### config.mk
export PLATFORM = sky130hd
export DESIGN_NAME = spi_page_write_ctrl
export DESIGN_NICKNAME = d
export VERILOG_FILES = /design/src/rtl/spi_page_write_ctrl.sv
export SDC_FILE = /design/constraint.sdc
export NUM_CORES = 1
export LEC_CHECK = 0
export ABC_AREA = 1
export CORE_MARGIN = 2
export CORE_UTILIZATION = 40
export CTS_CLUSTER_DIAMETER = 200
export CTS_CLUSTER_SIZE = 40
export DETAILED_ROUTE_END_ITERATION = 8
export HOLD_SLACK_MARGIN = 0.05
export PLACE_DENSITY = 0.74
export SLEW_MARGIN = 20
export SYNTH_ARGS = -nofsm -noshare
export SYNTH_HDL_FRONTEND = slang
export SYNTH_SLANG_ARGS = --single-unit
### constraint.sdc
create_clock -name main_clock_i -period 1.6 [get_ports main_clock_i]
set_input_delay 0.16 -clock main_clock_i [delete_from_list [all_inputs] [get_ports main_clock_i]]
set_output_delay 0.16 -clock main_clock_i [all_outputs]
set_load 0.05 [all_outputs]
### src/rtl/spi_page_write_ctrl.sv
// Page-program sequencer for an SPI flash/SRAM behind spi_memory_master.
// Runs WREN, then PAGE PROGRAM with address and a streamed burst of bytes,
// then RDSR polling until the write-in-progress bit clears or the poll
// budget runs out. All master trigger lines are owned here and at most one
// is high at a time; each follows the current state, so it falls the cycle
// after its acknowledge is seen.
module spi_page_write_ctrl #(
  parameter int         ADDR_BYTES = 1,
  parameter int         LEN_W      = 9,
  parameter int         POLL_LIMIT = 1024,
  parameter logic [7:0] OP_WREN    = 8'h06,
  parameter logic [7:0] OP_PP      = 8'h02,
  parameter logic [7:0] OP_RDSR    = 8'h05
) (
  input  logic                    main_clock_i,
  input  logic                    reset_i,
  input  logic                    start_i,
  input  logic [8*ADDR_BYTES-1:0] start_addr_i,
  input  logic [LEN_W-1:0]        length_i,
  input  logic [7:0]              byte_data_i,
  input  logic                    byte_valid_i,
  output logic                    byte_ready_o,
  output logic                    busy_o,
  output logic                    done_o,
  output logic                    error_o,
  output logic [7:0]              spi_opcode_o,
  output logic [8*ADDR_BYTES-1:0] spi_addr_o,
  output logic                    spi_addr_flag_o,
  output logic [3:0]              spi_dummy_cycles_o,
  output logic [7:0]              spi_write_data_o,
  input  logic [7:0]              spi_read_data_i,
  output logic                    spi_opcode_addr_trigger_o,
  input  logic                    spi_opcode_addr_completed_i,
  output logic                    spi_data_trigger_o,
  input  logic                    spi_data_ready_i,
  input  logic                    spi_data_completed_i,
  output logic                    spi_finalize_trigger_o,
  input  logic                    spi_busy_i
);

  localparam int AW = 8 * ADDR_BYTES;
  localparam int PW = (POLL_LIMIT > 1) ? $clog2(POLL_LIMIT) : 1;
  localparam logic [PW-1:0] POLL_LAST = PW'(POLL_LIMIT - 1);

  typedef enum logic [3:0] {
    IDLE,
    WREN_CMD,
    WREN_FIN,
    PP_CMD,
    PP_WAIT,
    PP_DATA,
    PP_FIN,
    POLL_CMD,
    POLL_DATA,
    POLL_FIN
  } state_t;

  state_t            state_q, state_d;
  logic [AW-1:0]     addr_q, addr_d;
  logic [LEN_W-1:0]  length_q, length_d;
  // Bytes of the burst the master has not yet latched.
  logic [LEN_W-1:0]  remaining_q, remaining_d;
  // Master took the current byte but the stream had nothing to offer yet.
  logic              needByte_q, needByte_d;
  logic [7:0]        writeData_q, writeData_d;
  logic              wip_q, wip_d;
  logic [PW-1:0]     pollCount_q, pollCount_d;
  logic              done_q, done_d;
  logic              error_q, error_d;

  logic              byteReady;
  logic              oaTrig;
  logic              dataTrig;
  logic              finTrig;
  logic [7:0]        opcode;
  logic [AW-1:0]     addrOut;
  logic              addrFlag;
  logic [LEN_W-1:0]  remNext;
  logic              unusedStatusBits;

  // Only the WIP bit of the status register matters to this sequencer.
  assign unusedStatusBits = ^spi_read_data_i[7:1];

  // State register; reset returns to IDLE so every trigger drops at once.
  always_ff @(posedge main_clock_i or posedge reset_i) begin
    if (reset_i) begin
      state_q <= IDLE;
    end else begin
      state_q <= state_d;
    end
  end

  // Latched request, burst bookkeeping, poll status and end-of-job pulses.
  always_ff @(posedge main_clock_i or posedge reset_i) begin
    if (reset_i) begin
      addr_q      <= '0;
      length_q    <= '0;
      remaining_q <= '0;
      needByte_q  <= 1'b0;
      writeData_q <= '0;
      wip_q       <= 1'b0;
      pollCount_q <= '0;
      done_q      <= 1'b0;
      error_q     <= 1'b0;
    end else begin
      addr_q      <= addr_d;
      length_q    <= length_d;
      remaining_q <= remaining_d;
      needByte_q  <= needByte_d;
      writeData_q <= writeData_d;
      wip_q       <= wip_d;
      pollCount_q <= pollCount_d;
      done_q      <= done_d;
      error_q     <= error_d;
    end
  end

  // Next-state logic and the per-state command/trigger outputs.
  always_comb begin
    state_d     = state_q;
    addr_d      = addr_q;
    length_d    = length_q;
    remaining_d = remaining_q;
    needByte_d  = needByte_q;
    writeData_d = writeData_q;
    wip_d       = wip_q;
    pollCount_d = pollCount_q;
    done_d      = 1'b0;
    error_d     = 1'b0;
    byteReady   = 1'b0;
    oaTrig      = 1'b0;
    dataTrig    = 1'b0;
    finTrig     = 1'b0;
    opcode      = OP_WREN;
    addrOut     = '0;
    addrFlag    = 1'b0;
    remNext     = remaining_q - LEN_W'(1);

    case (state_q)
      IDLE: begin
        if (start_i) begin
          if (length_i != '0) begin
            addr_d      = start_addr_i;
            length_d    = length_i;
            pollCount_d = '0;
            needByte_d  = 1'b0;
            state_d     = WREN_CMD;
          end else begin
            done_d = 1'b1;
          end
        end
      end

      WREN_CMD: begin
        oaTrig = 1'b1;
        if (spi_opcode_addr_completed_i) state_d = WREN_FIN;
      end

      WREN_FIN: begin
        finTrig = 1'b1;
        if (!spi_busy_i) state_d = PP_CMD;
      end

      PP_CMD: begin
        opcode   = OP_PP;
        addrOut  = addr_q;
        addrFlag = 1'b1;
        oaTrig   = 1'b1;
        if (spi_opcode_addr_completed_i) state_d = PP_WAIT;
      end

      PP_WAIT: begin
        opcode = OP_PP;
        if (byte_valid_i) begin
          byteReady   = 1'b1;
          writeData_d = byte_data_i;
          remaining_d = length_q;
          state_d     = PP_DATA;
        end
      end

      PP_DATA: begin
        opcode   = OP_PP;
        dataTrig = 1'b1;
        if (needByte_q) begin
          // Master is parked between bytes until a fresh byte arrives.
          if (byte_valid_i) begin
            byteReady   = 1'b1;
            writeData_d = byte_data_i;
            needByte_d  = 1'b0;
          end
        end else if (spi_data_ready_i) begin
          remaining_d = remNext;
          if (remNext != '0) begin
            if (byte_valid_i) begin
              byteReady   = 1'b1;
              writeData_d = byte_data_i;
            end else begin
              needByte_d = 1'b1;
            end
          end
        end
        if (spi_data_completed_i && (remaining_q == '0)) state_d = PP_FIN;
      end

      PP_FIN: begin
        opcode  = OP_PP;
        finTrig = 1'b1;
        if (!spi_busy_i) state_d = POLL_CMD;
      end

      POLL_CMD: begin
        opcode = OP_RDSR;
        oaTrig = 1'b1;
        if (spi_opcode_addr_completed_i) state_d = POLL_DATA;
      end

      POLL_DATA: begin
        opcode   = OP_RDSR;
        dataTrig = 1'b1;
        if (spi_data_completed_i) begin
          wip_d   = spi_read_data_i[0];
          state_d = POLL_FIN;
        end
      end

      POLL_FIN: begin
        opcode  = OP_RDSR;
        finTrig = 1'b1;
        if (!spi_busy_i) begin
          if (!wip_q) begin
            done_d  = 1'b1;
            state_d = IDLE;
          end else if (pollCount_q == POLL_LAST) begin
            error_d = 1'b1;
            state_d = IDLE;
          end else begin
            pollCount_d = pollCount_q + PW'(1);
            state_d     = POLL_CMD;
          end
        end
      end

      default: state_d = IDLE;
    endcase
  end

  assign byte_ready_o              = byteReady;
  assign busy_o                    = (state_q != IDLE);
  assign done_o                    = done_q;
  assign error_o                   = error_q;
  assign spi_opcode_o              = opcode;
  assign spi_addr_o                = addrOut;
  assign spi_addr_flag_o           = addrFlag;
  assign spi_dummy_cycles_o        = 4'd0;
  assign spi_write_data_o          = writeData_q;
  assign spi_opcode_addr_trigger_o = oaTrig;
  assign spi_data_trigger_o        = dataTrig;
  assign spi_finalize_trigger_o    = finTrig;

endmodule

==> results of run 1 <==
-- tightest hold or removal path, cell delays in order --
cell and delay, ns:
clkdlybuf4s50_1 0.41, inv_2 0.07, buf_12 0.26
-- how the worst max path moves through the flow --
stage	startpoint	end	slack, ns	depth (start not counted)
CTS	remaining_q[1]	byte_ready_o	-0.51	14
global placement	remaining_q[1]	byte_ready_o	-0.13	14
finish	remaining_q[5]	byte_ready_o	-0.59	11
floorplan	state_q[3]	spi_addr_o[0]	-0.30	5
detailed placement	remaining_q[1]	byte_ready_o	-0.21	12
global route	remaining_q[5]	byte_ready_o	-0.67	11
-- cell type report --
type / count / area (um^2)
multi-input cells: 283 / 1980
repair buffers: 159 / 1720
inverters: 48 / 201
well taps: 99 / 124
fillers: 458 / 1920
clock buffers: 8 / 90.1
flip-flops and latches: 52 / 1310
-- per-stage QoR --
step           worst slack [ns]  power [mW]
4_1_cts                  -0.511        10.7
5_1_grt                  -0.667        12.2
3_3_place_gp             -0.126        8.08
6_report                 -0.593        11.6
2_1_floorplan            -0.299        5.85
3_5_place_dp             -0.206        8.26
-- cell usage in the layout (no fill, tap or decap), types with 4 or more instances in the layout --
cell type        instances
a21oi_1                  5
a21oi_2                 10
buf_12                  22
buf_16                   4
buf_4                   79
buf_6                   19
clkbuf_8                 6
clkdlybuf4s50_1         33
conb_1                   9
dfrtp_1                 49
inv_1                   29
inv_2                   13
nand2_1                 62
nand2_2                 16
nand2_4                 18
nand3_1                 20
nand3_4                  4
nand4_1                  4
nor2_1                  25
nor2_2                   6
nor2_4                  26
nor3_1                   4
o21ai_0                 10
o21ai_1                 10
o21ai_2                 12
o22ai_1                  4
or2_2                    6
xor2_1                   7
-- where the power goes --
| group | switching (mW) | internal, mW | total [mW] | leakage, nW |
|---|---|---|---|---|
| logic | 4.69 | 3.93 | 8.62 | 1.88 |
| registers | 0.380 | 1.82 | 2.20 | 0.647 |
| clock network | 0.439 | 0.354 | 0.793 | 0.0455 |
| total | 5.51 | 6.10 | 11.6 | 2.57 |
-- registers in the layout, indices dropped and copies added (netlist names) --
name	flops
remaining_q	9
done_o	1
error_o	1
state_q	4
needByte_q	1
length_q	9
wip_q	1
spi_write_data_o	8
addr_q	8
pollCount_q	10
-- logic make-up (layout without fill, tap and decap cells) --
family,Yosys count,count (layout)
compound gates,61,61
xor+xnor,8,8
fa+ha+maj,3,3
buf+inv,67,215
flops,52,52
other cells,1,9
simple gates,202,202
-- routing by layer --
layer | routed length [um] | GRT usage (%)
met5 | 0 | 0
met4 | 312 | 10.1
met3 | 573 | 4.15
met2 | 5420 | 41.1
met1 | 4250 | 29.3
-- cells in the mapped netlist, drive strengths merged, types with 3 or more instances --
master | count | area share [%]
dfrtp | 52 | 43
nand3 | 27 | 5.0
o211ai | 3 | 0.74
o22ai | 4 | 0.82
nor3 | 8 | 1.8
nand4 | 4 | 0.82
or2 | 7 | 1.4
ha | 3 | 1.2
nand2 | 98 | 13
o21ai | 34 | 5.7
a21oi | 16 | 4.2
nor2 | 57 | 8.3
xor2 | 7 | 2.0
inv | 47 | 5.8
buf | 18 | 4.8
-- repair_timing --
| action | CTS | global route |
|---|---|---|
| pin swaps | 21 | 14 |
| setup buffers | 24 | 12 |
| hold buffers | 0 | 0 |
| resized for setup | 90 | 53 |
| gates cloned | 4 | 0 |
| setup endpoints to repair | 52 | 67 |
==> results.json, run 1 <==
{
  "finalSetupViolCount": 66,
  "syn-mean-instance-area_um2": 7.75,
  "final_max_slew_viol_count": 0,
  "path_buf_inv": 2,
  "max_cap_violations": 0,
  "worst_r2r_endpoint": "state_q[3]",
  "critPathKind": "flip-flop to output pin",
  "yosys_most_used_dff": "dfrtp_1",
  "stdcell_count": 649,
  "setup_slack_ns": -0.593,
  "ff2ff_setup_slack_ns": -0.32,
  "synthSimpleGateAreaFrac_pct": 30.4,
  "clk_latency_ns": 0.31,
  "n_antenna_cell": 0,
  "post-route-util_pct": 73.9,
  "cts-root-buf": "clkbuf_8",
  "max-vdd-ir-drop_mv": 1.31,
  "cts_buffer_depth": 2,
  "hpwl_mm": 5.82,
  "rsz0062_at_grt": "true",
  "cts_inserted_buffers": 5,
  "r2r_cells": 11,
  "cpMaxStageDelayCell": "dfrtp_1",
  "ys_warn_count": 0,
  "synth_area_um2": 3050,
  "postPlaceCellArea_um2": 4430,
  "yosysSeqAreaShare_pct": 42.6,
  "ys_seq_elements": 52,
  "first_iter_violations": 170,
  "dp_cells": 602,
  "status": "finished with violations",
  "yosys.area_share.xor_xnor_pct": 2.30,
  "synthMuxAreaShare_pct": 0,
  "dieArea_um2": 8340,
  "cts.clk_slew.worst_paths_ns": 0.09,
  "hp-class": "input pin to asynchronous set/reset pin",
  "first_global_vias": 3350,
  "antenna_found_initial": 0,
  "io-pin-count": 77,
  "ys_types": 38,
  "endpoint_kind": "output pin",
  "fin_nets": 593,
  "synth-edff-count": 0,
  "grt-ovfl-total": 0,
  "vias_per_cell": 5.14,
  "startpoint_type": "flip-flop",
  "rr_startpoint": "state_q[3]",
  "dr.pass1.iters": 4,
  "p_leak_nw": 2.57,
  "drc": 0,
  "routabilityCongestion": 0.910,
  "wl_mm": 10.5,
  "die_w_um": 91.3,
  "htree_num_levels": 2,
  "cts_sinks": 52,
  "cts_tree": "done",
  "finalCritPeriodShare_pct": 137,
  "yosys.area_share.adder_pct": 1.23,
  "synth_top_family_by_area": "simple AND/OR/NAND/NOR gates",
  "tns_ns": -15.78,
  "path_max_fanout": 4,
  "cellPowerDensity_nw_per_um2": 2140,
  "violations": "setup timing",
  "synth-compound-area-share_pct": 12.5,
  "route.vias.total": 3338,
  "finalHoldViolCount": 0,
  "grt_pass1_wl_mm": 16.0,
  "path_cells": "nor2_4 -> nand2_1 -> o21ai_4 -> nand2_2 -> nor2_2 -> nand3_1 -> nand2_2 -> nand2_4 -> nand2_4 -> clkinvlp_4 -> buf_12",
  "hold_ws_ns": 0.199,
  "initial_core_util_pct": 41.6,
  "synth-async-reset-ratio_pct": 100,
  "postRouteAntennaNets": 0,
  "port_buffers": 60,
  "grt_usage_pct": 23.8,
  "min_period_ns": 2.19,
  "fp.coreArea_um2": 7330,
  "netlist_instances": 394,
  "cp_top_family": "simple AND/OR/NAND/NOR gates",
  "fp-row-count": 31,
  "fmax_mhz": 456,
  "drive_gt1_share_pct": 48.7,
  "grt_max_degree": 53,
  "fp.dieH_um": 91.3,
  "cpPeakStageDelay_ns": 0.45,
  "areaGrowthSynthToFinish_pct": 77.4,
  "stdcell_area_um2": 5420,
  "avgRoutedWirePerCell_um": 16.3,
  "cp.required_ns": 1.44,
  "finalClockSkew_ns": 0.00888,
  "arrival_ns": 2.03
}
Note: power is estimated with default switching activity, not from simulation.
==> run 2: changes to the inputs <==
ABC_AREA = 0   (was 1)
PLACE_DENSITY = 0.75   (was 0.74)
==> run 2 against run 1 <==
The flow still finishes with violations (setup timing). Sequential share of layout area is 0.16 points higher. Register-to-register slack worse by 0.26 ns. Wire length is 0.59% higher. Global-route usage is 2.0 points higher. Critical path type is now flip-flop to flip-flop. Largest cell class unchanged. Highest routed layer unchanged.
==> results.json, run 2 <==
{
  "arrival_ns": 2.39,
  "hpwl_mm": 5.92,
  "route.vias.total": 3119,
  "drc": 0,
  "routabilityCongestion": 0.927,
  "violations": "setup timing",
  "cts_tree": "done",
  "synth.area.top_cells": "dfrtp_1, mux2_2, nor2_1",
  "initial_core_util_pct": 40.7,
  "path_max_fanout": 5,
  "htree_num_levels": 2,
  "largest_reg_flops": 10,
  "fp.coreArea_um2": 7140,
  "min_period_ns": 2.18,
  "io-pin-count": 77,
  "fp-row-count": 31,
  "synth.most_common_cell": "dfrtp_1",
  "fp.dieH_um": 89.2,
  "port_buffers": 60,
  "yosys_most_used_dff": "dfrtp_1",
  "cts_inserted_buffers": 5,
  "first_global_vias": 3014,
  "hold_ws_ns": 0.211,
  "die_w_um": 89.2,
  "synth-async-reset-ratio_pct": 100,
  "hp-class": "input pin to asynchronous set/reset pin",
  "setup_slack_ns": -0.581,
  "final_max_slew_viol_count": 0,
  "finalCritPeriodShare_pct": 136,
  "fill_cells": 435,
  "vias_per_cell": 5.61,
  "rr_startpoint": "remaining_q[1]",
  "tns_ns": -17.88,
  "fmax_mhz": 458,
  "critPathKind": "flip-flop to flip-flop",
  "cts.clk_slew.worst_paths_ns": 0.10,
  "areaGrowthSynthToFinish_pct": 85.8,
  "n_antenna_cell": 0,
  "grt_pass1_wl_mm": 15.6,
  "grt-ovfl-total": 0,
  "multi_input_area_um2": 2030,
  "p_leak_nw": 2.38,
  "dr.pass1.iters": 4,
  "postRouteAntennaNets": 0,
  "ys_types": 56,
  "cts-root-buf": "clkbuf_8",
  "synth_area_leader_cell": "dfrtp_1",
  "rsz0062_at_grt": "true",
  "ys_seq_elements": 52,
  "final_common_cell": "buf_4",
  "antenna_found_initial": 0,
  "ys_warn_count": 0,
  "endpoint_kind": "flip-flop",
  "dp_slack_ns": -0.503,
  "max-vdd-ir-drop_mv": 1.45,
  "synth_top_area_share_pct": 44.8,
  "max_cap_violations": 0,
  "dieArea_um2": 7950,
  "drive_gt1_share_pct": 56.0,
  "syn-mean-instance-area_um2": 9.91,
  "grt_usage_pct": 25.8,
  "clk_latency_ns": 0.32,
  "finalClockSkew_ns": 0.0109,
  "finalHoldViolCount": 0,
  "cp.required_ns": 1.81,
  "fin_nets": 500,
  "first_iter_violations": 226,
  "final_cell_mix": "buf_4, dfrtp_1, clkdlybuf4s50_1",
  "startpoint_type": "flip-flop",
  "r2r_cells": 8,
  "netlist_instances": 293,
  "cts_buffer_depth": 2,
  "yosysSeqAreaShare_pct": 44.8,
  "yosys-top-cells-count": "dfrtp_1, mux2_2, nor2_1",
  "regArea_um2": 1310,
  "regMostFlops": "pollCount_q",
  "synth-edff-count": 0,
  "reg_top3": "pollCount_q (10), length_q (9), remaining_q (9)",
  "cts_sinks": 52,
  "finalSetupViolCount": 66,
  "cellPowerDensity_nw_per_um2": 2080,
  "status": "finished with violations",
  "avgRoutedWirePerCell_um": 19.1,
  "crit_start": "remaining_q[1]",
  "grt_max_degree": 53,
  "synth_area_um2": 2900,
  "wl_mm": 10.6
}
[run 2: cell types whose count changed after synthesis, moves of 6 or more]
| cell | previous run | this run |
|---|---|---|
| nor2_2 | 7 | 1 |
| or2_2 | 7 | 0 |
| mux2_2 | 0 | 26 |
| nand2_2 | 6 | 0 |
| o21ai_1 | 22 | 1 |
| nor2_1 | 47 | 22 |
| a21oi_2 | 10 | 0 |
| nand2_1 | 92 | 15 |
| and2_1 | 0 | 10 |
| nand3_1 | 25 | 8 |
| inv_1 | 42 | 13 |
| a21oi_1 | 5 | 16 |
[run 2: worst paths after layout]
check | slack, ns | endpoint
max in group asynchronous | 1.12 | remaining_q[0]
min in group main_clock_i | 0.45 | addr_q[7]
max reg2reg | -0.58 | state_q[0]
max | -0.58 | state_q[0]
min reg2reg | 0.52 | spi_write_data_o[6]
min | 0.21 | addr_q[4]
[run 2: layer usage]
| metal | GRT usage (%) | wire length [um] | part of all wire [%] |
|---|---|---|---|
| met5 | 0 | 0 | 0 |
| met4 | 8.14 | 313 | 3.0 |
| met3 | 5.08 | 598 | 5.6 |
| met2 | 44.5 | 5510 | 52 |
| met1 | 32.6 | 4190 | 39 |
[run 2: area by class of cell]
| class | instances | area share, % |
|---|---|---|
| timing repair buffer | 169 | 33.2 |
| clock buffer | 8 | 1.67 |
| sequential | 52 | 24.3 |
| tap | 99 | 2.30 |
| multi-input combinational | 215 | 37.6 |
| inverter | 13 | 0.905 |
[run 2: what timing repair did]
| action | in CTS | in global routing |
|---|---|---|
| cloned | 4 | 0 |
| pin swaps | 41 | 26 |
| buffers inserted | 29 | 14 |
| hold buffers | 0 | 0 |
| gates resized for setup | 91 | 25 |
| setup endpoints to repair | 65 | 69 |
[run 2: per-stage QoR]
step                      power [mW]  util (%)  cell area [um^2]  instances
final                           11.2      75.6              5390        556
after global routing            11.7      75.6              5390        556
after CTS                       10.5      73.7              5260        549
after detailed placement        8.24      63.4              4530        512
after global placement          8.06      63.4              4530        512
after floorplan                 5.85         -              3240        301
[run 2: power breakdown]
group	switching [mW]	total (mW)	internal (mW)	leakage [nW]
sequential	0.609	2.45	1.84	0.645
combinational	3.95	7.99	4.04	1.69
clock	0.447	0.801	0.354	0.0455
[run 2: cells by family (layout without fill, tap and decap cells)]
logic type	count (synthesis)	after routing	share of synthesized area (%)
AOI/OAI and AO/OA	61	61	14.2
xor gates and xnor gates	10	10	3.02
adders and majority gates	3	3	1.29
buffers and inverters	34	190	5.78
DFF	52	52	44.8
muxes	27	27	10.4
other	1	9	0.129
and+or+nand+nor	105	105	20.3
[run 2: critical path, stage by stage (launching register included)]
cell and delay (ns):
dfrtp_1 0.44, inv_2 0.12, ha_4 0.16, nor4b_4 0.24, buf_4 0.17, nand3b_1 0.10, a32o_2 0.29, a21o_1 0.21
a211oi_2 0.34
==> run 3: changes to the inputs <==
PLACE_DENSITY = 0.83   (was 0.75)
==> run 3 against run 2 <==
The flow still finishes with violations (setup timing). Maximum frequency shrank 5.6%. Via count rose by 9.0%. Non-clock buffer count rose by 20. Clock skew increased by 0.0090 ns. Sequential share of layout area down 1.3 points. Die area unchanged. Critical path type is now flip-flop to output pin. Critical endpoint is now byte_ready_o. Largest power group unchanged.
==> results.json, run 3 (synthesis results as in run 2) <==
{
  "n_antenna_cell": 0,
  "cpPeakStageDelay_ns": 0.45,
  "finalHoldViolCount": 0,
  "fp-row-count": 31,
  "fp.coreArea_um2": 7140,
  "hp-class": "input pin to asynchronous set/reset pin",
  "cts-root-buf": "clkbuf_8",
  "grt_usage_pct": 29.6,
  "route.vias.total": 3400,
  "worst_pin_slew_ns": 0.580,
  "routabilityCongestion": 0.917,
  "port_buffers": 60,
  "grt_pass1_wl_mm": 17.4,
  "cellPowerDensity_nw_per_um2": 2110,
  "postPlaceCellArea_um2": 4600,
  "max_cap_violations": 0,
  "max-vdd-ir-drop_mv": 1.46,
  "dieArea_um2": 7950,
  "cts_inserted_buffers": 5,
  "p_sw_share_pct": 46.0,
  "final_max_slew_viol_count": 0,
  "grt-ovfl-total": 0,
  "wl_met1_mm": 4.84,
  "multi_input_area_um2": 2140,
  "setup_slack_ns": -0.709,
  "cp.required_ns": 1.44,
  "rsz0062_at_grt": "true",
  "htree_num_levels": 2,
  "violations": "setup timing",
  "startpoint_type": "flip-flop",
  "min_period_ns": 2.31,
  "cpMaxStageDelayCell": "dfrtp_1",
  "top_layer": "met4",
  "clockPowerShare_pct": 7.1,
  "clk_latency_ns": 0.34,
  "drc": 0,
  "endpoint_kind": "output pin",
  "dr_wl_met2_mm": 6.76,
  "first_iter_violations": 282,
  "reg_top3": "pollCount_q (10), length_q (9), remaining_q (9)",
  "finalSetupViolCount": 68,
  "fin_nets": 521,
  "wl_mm": 13.4,
  "status": "finished with violations",
  "cts_tree": "done",
  "first_global_vias": 3397,
  "total_power_mw": 12.0,
  "hpwl_mm": 6.16,
  "fmax_mhz": 433,
  "fp.dieH_um": 89.2,
  "largest_reg_flops": 10,
  "cts_sinks": 52,
  "finalClockSkew_ns": 0.0199,
  "avgRoutedWirePerCell_um": 23.2,
  "stdcell_area_um2": 5710,
  "finalCritPeriodShare_pct": 144,
  "regArea_um2": 1310,
  "initial_core_util_pct": 40.7,
  "wl_met3_um": 963,
  "drive_gt1_share_pct": 61.3,
  "switchingPower_mw": 5.54,
  "critPathKind": "flip-flop to output pin",
  "path_cells": "inv_2 -> ha_4 -> nor4b_4 -> nand4_1 -> o311ai_4 -> o211ai_4 -> buf_6 -> buf_12",
  "regMostFlops": "pollCount_q",
  "postRouteAntennaNets": 0,
  "final_common_cell": "buf_4",
  "dr.pass1.iters": 5,
  "seqPwrFrac_pct": 20.7,
  "arrival_ns": 2.15,
  "fill_cells": 401,
  "p_leak_nw": 2.51,
  "maxSlewHeadroom_pct": 61.0,
  "power_frac_comb_pct": 72.2,
  "dp_cells": 520,
  "io-pin-count": 77,
  "stdcell_count": 577,
  "p_int_mw": 6.50,
  "vias_per_cell": 5.89,
  "path_max_fanout": 4,
  "tns_ns": -25.12,
  "final_cell_mix": "buf_4, dfrtp_1, buf_6",
  "grt_max_degree": 24,
  "cts_buffer_depth": 2,
  "die_w_um": 89.2,
  "antenna_found_initial": 0,
  "cts.clk_slew.worst_paths_ns": 0.10,
  "areaGrowthSynthToFinish_pct": 96.7
}
==> run 3: cell count changes in the layout (fill, tap and decap cells not counted), moves of 3 or more <==
cell,change
buf_6,+14
buf_4,+6
a21oi_1,-6
xor2_1,-3
a21oi_2,+6
nor2_1,-4
nor2_4,+3
xor2_2,+3
==> run 3: power groups by stage <==
stage	logic, mW	clock network, mW	registers, mW
after global placement	5.76	0	2.35
after floorplan	3.22	0	2.63
final	8.69	0.858	2.49
after global routing	9.00	0.894	2.52
after CTS	7.45	0.838	2.37
after detailed placement	5.95	0	2.38
==> run 3: repair_timing <==
action	CTS	global route
gates resized for setup	91	64
cloned	5	0
pin swaps	30	31
buffers inserted	32	26
hold buffers	0	0
setup endpoints to repair	66	68
==> run 3: worst paths after layout <==
check | startpoint | to | slack (ns) | depth (start not counted)
worst min-delay path | reset_i | addr_q[4] | 0.09 | 2
max in group asynchronous | reset_i | remaining_q[0] | 1.08 | 3
worst max-delay path | remaining_q[1] | byte_ready_o | -0.71 | 8
worst min register to register | addr_q[3] | addr_q[3] | 0.53 | 1
worst max register to register | remaining_q[1] | spi_write_data_o[6] | -0.65 | 9
min in group main_clock_i | byte_data_i[0] | spi_write_data_o[0] | 0.40 | 2
==> run 3: final cells by class <==
class	count	share of cell area [%]
inverter	13	0.855
clock buffer	6	1.45
timing repair buffer	189	34.8
multi-input combinational	216	37.5
sequential	52	22.9
clock inverter	2	0.263
tap	99	2.17
==> run 3: worst max-delay path: cells and delay by family, from the launching register on <==
kind	cells	cell delay, ns
AOI/OAI and AO/OA	2	0.29
and+or+nand+nor	2	0.48
DFF	1	0.45
adders and majority gates	1	0.16
buffers and inverters	3	0.43
==> run 3: per-stage QoR <==
step	hold WS [ns]	util (%)	setup slack, ns
after global routing	0.122	80.0	-0.748
after CTS	0.103	75.1	-0.601
after global placement	0.452	64.4	-0.543
final	0.0903	80.0	-0.709
after floorplan	0.249	-	-0.358
after detailed placement	0.453	64.4	-0.573
==> run 3: metal layers <==
metal / vias up / GRT usage [%]
met2: 243 / 51.1
met5: - / 0
met4: 0 / 16.7
li1: 1405 / -
met1: 1667 / 33.7
met3: 85 / 6.37
